**config.mk**
```make
export PLATFORM = sky130hd
export DESIGN_NAME = mem_arbiter
export DESIGN_NICKNAME = d
export VERILOG_FILES = /design/src/rtl/mem_arbiter_pkg.sv /design/src/rtl/mem_arbiter_rr_arb2.sv /design/src/rtl/mem_arbiter.sv
export SDC_FILE = /design/constraint.sdc
export NUM_CORES = 1
export LEC_CHECK = 0
export BUFFER_PORTS_ARGS = -buffer_cell sky130_fd_sc_hd__buf_2
export CAP_MARGIN = 10
export CORE_MARGIN = 4
export CORE_UTILIZATION = 35
export DETAILED_ROUTE_END_ITERATION = 10
export PLACE_DENSITY = 0.86
export SYNTH_ARGS = -nofsm -noshare
export SYNTH_HDL_FRONTEND = slang
export SYNTH_SLANG_ARGS = --single-unit
```
**constraint.sdc**
```tcl
create_clock -name clk -period 2.2 [get_ports clk]
set_clock_uncertainty 0.15 [all_clocks]
set_input_delay 0.44 -clock clk [delete_from_list [all_inputs] [get_ports clk]]
set_output_delay 0.44 -clock clk [all_outputs]
set_load 0.02 [all_outputs]
```
**src/rtl/mem_arbiter_pkg.sv**
```systemverilog
// mem_arbiter_pkg
// Shared definitions for the image-RAM arbiter: phase encodings of the
// load/run/dump sequencer, requester identifiers used by the round-robin
// arbiter and read-return tag, and the default RAM geometry
// (256x256 pixels, 8 bits each).
package mem_arbiter_pkg;

    localparam int DEF_ADDR_W = 16;
    localparam int DEF_DATA_W = 8;

    // Encoding 2'b11 is deliberately unused; the sequencer recovers to
    // PH_LOAD if it ever sees it.
    typedef enum logic [1:0] {
        PH_LOAD = 2'b00,
        PH_RUN  = 2'b01,
        PH_DUMP = 2'b10
    } phase_t;

    typedef enum logic {
        ID_CPU = 1'b0,
        ID_COM = 1'b1
    } req_id_t;

endpackage

```
**src/rtl/mem_arbiter_rr_arb2.sv**
```systemverilog
// rr_arb2
// Two-way round-robin arbiter. Grants are combinational from the
// (already eligibility-masked) requests and the last_win register; a
// lone requester is always granted, and on a tie the requester that did
// not win the previous tie is granted. last_win only moves on tied
// cycles, so uncontested traffic does not disturb fairness.
// Ports:
//   clk, rst           clock, asynchronous active-low reset
//   cpu_req, com_req   eligible requests
//   cpu_gnt, com_gnt   one-hot (or zero) grants, same cycle as request
module rr_arb2
    import mem_arbiter_pkg::*;
(
    input  logic clk,
    input  logic rst,
    input  logic cpu_req,
    input  logic com_req,
    output logic cpu_gnt,
    output logic com_gnt
);

    req_id_t last_win_reg;
    logic    contested;

    assign contested = cpu_req & com_req;

    always_comb begin
        cpu_gnt = 1'b0;
        com_gnt = 1'b0;
        if (contested) begin
            if (last_win_reg == ID_COM) begin
                cpu_gnt = 1'b1;
            end else begin
                com_gnt = 1'b1;
            end
        end else begin
            cpu_gnt = cpu_req;
            com_gnt = com_req;
        end
    end

    // Reset value ID_COM makes the cpu win the very first tie.
    always_ff @(posedge clk or negedge rst) begin
        if (!rst) begin
            last_win_reg <= ID_COM;
        end else if (contested) begin
            last_win_reg <= cpu_gnt ? ID_CPU : ID_COM;
        end
    end

endmodule

```
**src/rtl/mem_arbiter.sv**
```systemverilog
// mem_arbiter
// Shares the single-port image RAM between the down-sampling core (cpu)
// and the serial unit (com). A three-phase sequencer gives com exclusive
// access while a frame is loaded (LOAD), shares the RAM round-robin while
// the core runs (RUN) and hands it back to com for the result dump (DUMP).
// Ports:
//   clk, rst                       clock, asynchronous active-low reset
//   com_over, cpu_done             one-cycle phase pulses
//   cpu_req/we/addr/wdata/gnt      core access port
//   cpu_rvalid, cpu_rdata          core read return (1 cycle after grant)
//   com_*                          serial unit port, same shape as cpu_*
//   mem_en/we/addr/wdata, mem_rdata  RAM macro side
//   phase                          current phase (00 LOAD, 01 RUN, 10 DUMP)
module mem_arbiter
    import mem_arbiter_pkg::*;
#(
    parameter int ADDR_W = DEF_ADDR_W,
    parameter int DATA_W = DEF_DATA_W
) (
    input  logic              clk,
    input  logic              rst,
    input  logic              com_over,
    input  logic              cpu_done,
    input  logic              cpu_req,
    input  logic              cpu_we,
    input  logic [ADDR_W-1:0] cpu_addr,
    input  logic [DATA_W-1:0] cpu_wdata,
    output logic              cpu_gnt,
    output logic              cpu_rvalid,
    output logic [DATA_W-1:0] cpu_rdata,
    input  logic              com_req,
    input  logic              com_we,
    input  logic [ADDR_W-1:0] com_addr,
    input  logic [DATA_W-1:0] com_wdata,
    output logic              com_gnt,
    output logic              com_rvalid,
    output logic [DATA_W-1:0] com_rdata,
    output logic              mem_en,
    output logic              mem_we,
    output logic [ADDR_W-1:0] mem_addr,
    output logic [DATA_W-1:0] mem_wdata,
    input  logic [DATA_W-1:0] mem_rdata,
    output logic [1:0]        phase
);

    phase_t  phase_reg;
    phase_t  phase_next;
    logic    rd_pending_reg;
    req_id_t rd_owner_reg;
    logic    cpu_elig;

    // ---------------- phase sequencer ----------------
    always_ff @(posedge clk or negedge rst) begin
        if (!rst) begin
            phase_reg <= PH_LOAD;
        end else begin
            phase_reg <= phase_next;
        end
    end

    // Pulses that do not belong to the current phase are ignored.
    always_comb begin
        phase_next = phase_reg;
        case (phase_reg)
            PH_LOAD: if (com_over) phase_next = PH_RUN;
            PH_RUN:  if (cpu_done) phase_next = PH_DUMP;
            PH_DUMP: if (com_over) phase_next = PH_LOAD;
            default: phase_next = PH_LOAD;
        endcase
    end

    assign phase = phase_reg;

    // ---------------- arbitration ----------------
    // com may use the RAM in every phase; the core only while running.
    // Grants use the current phase, so a pulse cycle still arbitrates
    // under the old phase.
    assign cpu_elig = (phase_reg == PH_RUN);

    rr_arb2 u_arb (
        .clk     (clk),
        .rst     (rst),
        .cpu_req (cpu_req & cpu_elig),
        .com_req (com_req),
        .cpu_gnt (cpu_gnt),
        .com_gnt (com_gnt)
    );

    // ---------------- RAM-side mux ----------------
    always_comb begin
        mem_en    = 1'b0;
        mem_we    = 1'b0;
        mem_addr  = '0;
        mem_wdata = '0;
        if (cpu_gnt) begin
            mem_en    = 1'b1;
            mem_we    = cpu_we;
            mem_addr  = cpu_addr;
            mem_wdata = cpu_wdata;
        end else if (com_gnt) begin
            mem_en    = 1'b1;
            mem_we    = com_we;
            mem_addr  = com_addr;
            mem_wdata = com_wdata;
        end
    end

    // ---------------- read return ----------------
    // The owner tag travels alongside the RAM's one-cycle read latency, so
    // a read granted in the last cycle of a phase still returns to its
    // owner after the phase has changed. Reset drops any pending return.
    always_ff @(posedge clk or negedge rst) begin
        if (!rst) begin
            rd_pending_reg <= 1'b0;
            rd_owner_reg   <= ID_COM;
        end else begin
            rd_pending_reg <= mem_en & ~mem_we;
            rd_owner_reg   <= cpu_gnt ? ID_CPU : ID_COM;
        end
    end

    assign cpu_rvalid = rd_pending_reg && (rd_owner_reg == ID_CPU);
    assign com_rvalid = rd_pending_reg && (rd_owner_reg == ID_COM);
    assign cpu_rdata  = cpu_rvalid ? mem_rdata : '0;
    assign com_rdata  = com_rvalid ? mem_rdata : '0;

endmodule

```
# ---- After elaboration in Yosys (flattened, before gate mapping)
# Index checks and enable logic that the tools add are counted.
dict set report classes {
  n_eq_ne 5
  add_sub_neg 0
  order_cmp 0
  n_shift 0
  bitwise 5
  muxes 19
  n_div 0
  reduce_logical 4
  mul 0
}
# op n
set ops {}
lappend ops {{$mux 16} 2}
lappend ops {{$mux 8} 4}
lappend ops {{$mux 1} 9}
lappend ops {{$mux 2} 3}
lappend ops {{$ne 2x2->1 const B} 3}
lappend ops {{$pmux 2 s3} 1}
lappend ops {{$and 1x1->1} 3}
lappend ops {{$reduce_and 3->1} 1}
lappend ops {{$eq 2x1->1 const B} 1}
lappend ops {{$eq 2x2->1 const B} 1}
lappend ops {{$logic_and 1x1->1} 2}
lappend ops {{$logic_not 2->1} 1}
lappend ops {{$not 1->1} 2}
dict set report totals {
  output_inout_bits 48
  mem_bits_ro 0
  mem_count 0
  input_bits 64
  mem_bits_rw 0
  latchBits 0
  elab_cells 37
  ff_bits 5
}

# ---- Depth between registers and ports, before layout
dict set report depth {
  depth_word 8
  ltp_mapped 4
  depth_no_buf 2
}

# ---- Modules after synthesis
# Synthesis repeated with hierarchy kept, for this count alone.
dict set report unflattened {
  cells_unflattened 75
  area_unflattened_um2 653.1
}
# mod cells_each area_each_um2 seq_area_each_um2 n_inst
set modules_own_cells {}
lappend modules_own_cells {mem_arbiter 69 595.6 101.3 1}
lappend modules_own_cells {rr_arb2 6 57.6 26.3 1}

# ---- Least setup slack after synthesis
# No wires, ideal clock.
dict set report synth_timing {
  path_type {register to output}
  from {register phase_reg[1], in the netlist phase[1]}
  to {output mem_addr[0]}
  setup_slack_ns 0.067
  path_stages_with_launch 4
  arrival_time_ns 1.543
  n_path_buf 1
  required_ns 1.610
  cell_sequence {dfrtp_1 -> nand3b_1 -> clkbuf_1 -> o32ai_1}
}
dict set report synth_between {
  elab_chain_len 6
  elab_cells_between_ends 7
  cone_classes {eq/ne (1); mux (4); bitwise (2)}
}
# element line
set synth_rtl {}
lappend synth_rtl {{start: declaration} mem_arbiter.sv:46} ;# phase_t phase_reg;
lappend synth_rtl {{start signal: assignment} mem_arbiter.sv:57} ;# phase_reg <= phase_next;
lappend synth_rtl {{$eq 2x1->1 (*)} mem_arbiter.sv:78} ;# assign cpu_elig = (phase_reg == PH_RUN);
lappend synth_rtl {{$and 1x1->1 (*)} mem_arbiter.sv:83} ;# .cpu_req (cpu_req & cpu_elig),
lappend synth_rtl {{$and 1x1->1} mem_arbiter_rr_arb2.sv:25} ;# assign contested = cpu_req & com_req;
lappend synth_rtl {{$mux 1} mem_arbiter_rr_arb2.sv:30} ;# if (contested) begin
lappend synth_rtl {{$mux 16} mem_arbiter.sv:100} ;# end else if (com_gnt) begin
lappend synth_rtl {{$mux 16 (*)} mem_arbiter.sv:95} ;# if (cpu_gnt) begin
lappend synth_rtl {{end: declaration} mem_arbiter.sv:40} ;# output logic [ADDR_W-1:0] mem_addr,
# Mark *: on every way between the ends. The rest lies on a longest branch, timed or not.

# ---- Worst setup path after layout
dict set report layout_timing {
  from {register phase_reg[1], in the netlist phase[1]}
  to {output mem_wdata[4]}
}
dict set report layout_between {
  elab_chain_len 6
  elab_cells_between_ends 7
  cone_classes {eq/ne (1); mux (4); bitwise (2)}
}
# element line
set layout_rtl {}
lappend layout_rtl {{$eq 2x1->1 (*)} mem_arbiter.sv:78}
lappend layout_rtl {{$and 1x1->1 (*)} mem_arbiter.sv:83}
lappend layout_rtl {{$and 1x1->1} mem_arbiter_rr_arb2.sv:25}
lappend layout_rtl {{$mux 1} mem_arbiter_rr_arb2.sv:30}
lappend layout_rtl {{$mux 8} mem_arbiter.sv:100}
lappend layout_rtl {{$mux 8 (*)} mem_arbiter.sv:95}
lappend layout_rtl {{end: declaration} mem_arbiter.sv:41} ;# output logic [DATA_W-1:0] mem_wdata,
# Marked as above.

==> summary.md <==
| Metric | Value |
|---|---|
| Worst slew margin | `0.738` |
| DR iter-0 viols | `65` |
| Crit path launch type | `flop` |
| DP Area | `1490 um^2` |
| Multi-input combinational cell area | `734 um^2` |
| Synth Area per Inst | `7.06 um^2` |
| Min-delay worst type | `input port to flop` |
| Netlist cell types | `23` |
| Syn Nets | `192` |
| Synth top area cells | `o32ai_1, o32ai_2, nand2_1, inv_1, dfrtp_1` |
| Sw Pwr | `0.694 mW` |
| CP max stage delay | `0.41 ns` |
| Post-synthesis mux area share | `0` |
| Clock sinks | `5` |
| Synth Area in XOR/XNOR | `0.00970` |
| Overflow after GRT | `0` |
| Endpoints failing setup | `18` |
| Post-route cell area | `1890 um^2` |
| Cell taking the most area after synthesis | `o32ai_1` |
| Commonest non-fill, non-tap cell in the layout | `buf_2` |
| Max Cap Viol | `0` |
| Post-Syn Area | `903 um^2` |
| Yosys top cell area share | `0.165` |
| Pin count of the biggest net entering global routing | `30` |
| Cell-internal power | `0.756 mW` |
| Routed len/inst | `14.3 um` |
| GRT Overall Usage | `0.182` |
| Initial core utilization | `0.365` |
| GPL Wtd Cong | `0.686` |
| Hold Vio Cnt, Final | `0` |
| Placed cells | `261` |
| Max Buffers Root-to-Sink | `2` |
| Setup TNS | `-0.449 ns` |
| CTS root buf | `clkbuf_4` |
| Share of total power in the clock network | `0.076` |
| Core area | `2480 um^2` |
| Skew-Pair Late Insertion Delay | `0.25 ns` |
| Crit path DAT | `1.66 ns` |
| Number of synthesized register bits | `5` |
| Sequential share of the synthesized area | `0.141` |
| Status | `complete, but fails checks` |
| Max reg flops | `2` |
| Worst-path cell chain | `nand3b_1 -> buf_6 -> clkbuf_16 -> o32ai_1 -> buf_2` |
| Sw frac | `0.479` |
| CTS tree | `yes` |
| Adder-cell share of the synthesized area | `0` |
| Slew Limit Fails | `0` |
| P&R area growth vs syn | `109%` |
| RSZ-0062 raised after global routing | `yes` |
| Crit share post-route | `1.02` |
| CP required | `1.61 ns` |
| Initial antenna violation count | `0` |
| Top Ports | `112` |
| CP Max Fanout | `6` |
| VDD IR max | `0.712 mV` |
| Die area | `3460 um^2` |
| Die Wd | `58.8 um` |
| Vias per std cell | `5.06` |
| CP Capture Type | `output port` |
| Synth Area in Simple Gates | `0.321` |
| Post-Layout Cell Count | `279` |
| Slowest CP cell | `dfrtp_2` |
| Sequential group share of total power | `0.134` |
| Synth Instances | `128` |
| Worst hold margin | `0.221 ns` |
| Total power | `1.45 mW` |
| Fillers | `191` |
| PortBufs | `111` |
| Most frequent cells in the layout | `buf_2, nand2_1, inv_1, buf_4, o32ai_2` |
| Max Clk Rate | `444 MHz` |
| First-pass GRT wire length | `5.06 mm` |
| Combinational family with the most area after synthesis | `compound AO/OA/AOI/OAI gates` |
| Utilization after layout | `0.763` |
| Remaining DRCs | `0` |
| Setup ws final | `-0.0534 ns` |
| Gate power share | `0.790` |
| Synth Warn # | `0` |
| Worst-Margin Slew | `0.392 ns` |
| ANT nets after route | `0` |
| Number of diodes | `0` |
| DRT Wirelength | `3.99 mm` |
| H-tree depth | `1` |
| FP Rows | `18` |
| Worst-path clk slew | `0.05 ns` |
| Setup WS pre-CTS | `0.180 ns` |
| Detailed Routing Iterations Pass 1 | `6` |
| Final min period | `2.25 ns` |
| Crit Path Class | `flop to output port` |
| Pleak | `1.08 nW` |
| Die Y | `58.8 um` |
| Placed wire-length estimate | `2.58 mm` |
| Vias in the first global route | `1,218` |
| Nets@finish | `314` |
| Seq. cell area | `130 um^2` |
| P per Cell Area | `767 nW/um^2` |
| Failing checks | `negative setup slack` |
| Vias | `1,413` |
| Layout cell share with drive strength beyond 1 | `0.655` |
| Num CTS Buffers | `3` |
| Synth Area in Compound Gates | `0.339` |
[power by group through the flow]
stage | combinational (mW) | sequential [mW] | clock (mW)
after floorplan | 0.525 | 0.199 | 0
after global placement | 0.794 | 0.192 | 0
after detailed placement | 0.804 | 0.194 | 0
after CTS | 0.835 | 0.193 | 0.111
after global routing | 1.21 | 0.205 | 0.116
final | 1.15 | 0.195 | 0.110
[worst paths after layout]
path                                    start                 end  slack (ns)  cells past startpoint
max                                  phase[1]        mem_wdata[4]       -0.05                      5
min                                  com_over            phase[1]        0.22                      2
max reg2reg                          phase[1]      rd_pending_reg        0.70                      4
min reg2reg                u_arb.last_win_reg  u_arb.last_win_reg        0.37                      1
max in group asynchronous                 rst  u_arb.last_win_reg        1.29                      2
min in group asynchronous                 rst            phase[1]        0.39                      2
[critical path, delay by kind of cell, from the launching register on]
kind / cells / cell delay, ns
simple gates: 1 / 0.21
buf+inv: 3 / 0.54
compound gates: 1 / 0.25
flops: 1 / 0.41
[cell type report]
type,instances,area share
multi-input cells,85,0.389
inverters,25,0.0497
repair buffers,130,0.458
clock inverters,1,0.00265
clock buffers,3,0.0119
flip-flops and latches,5,0.0689
well taps,30,0.0199
[cells in the mapped netlist]
cell / number
buf_4: 2
and2_1: 9
nand2b_1: 5
dfstp_2: 2
xnor2_1: 1
a21oi_1: 1
o32ai_1: 17
nand3b_1: 1
or2_2: 1
nand2_1: 26
nand4b_1: 1
buf_1: 1
and3_1: 8
buf_2: 4
buf_6: 2
nor2b_1: 3
o32ai_2: 9
and4b_1: 1
inv_1: 25
clkbuf_1: 4
o22ai_1: 1
dfrtp_1: 3
nor2_1: 1
[logic make-up after synthesis]
| family | count (synthesis) |
|---|---|
| and+or+nand+nor | 56 |
| buffers and inverters | 38 |
| AOI/OAI and AO/OA | 28 |
| DFF | 5 |
| xor gates and xnor gates | 1 |
[layer usage]
| metal | share of wire | vias to the layer above | global-route usage |
|---|---|---|---|
| met5 | 0 | - | 0 |
| met4 | 0.016 | 0 | 0.0680 |
| met3 | 0.095 | 7 | 0.0329 |
| met2 | 0.52 | 74 | 0.342 |
| met1 | 0.37 | 643 | 0.201 |
| li1 | - | 689 | - |
[repair_timing]
action,4_1_cts,5_1_grt
pin swaps,0,1
endpoints found under the hold margin,3,0
hold buffers,1,0
cloned,0,6
setup endpoints to repair,24,26
gates resized for setup,3,40
setup buffers,2,5
(Power assumes the default switching activity.)
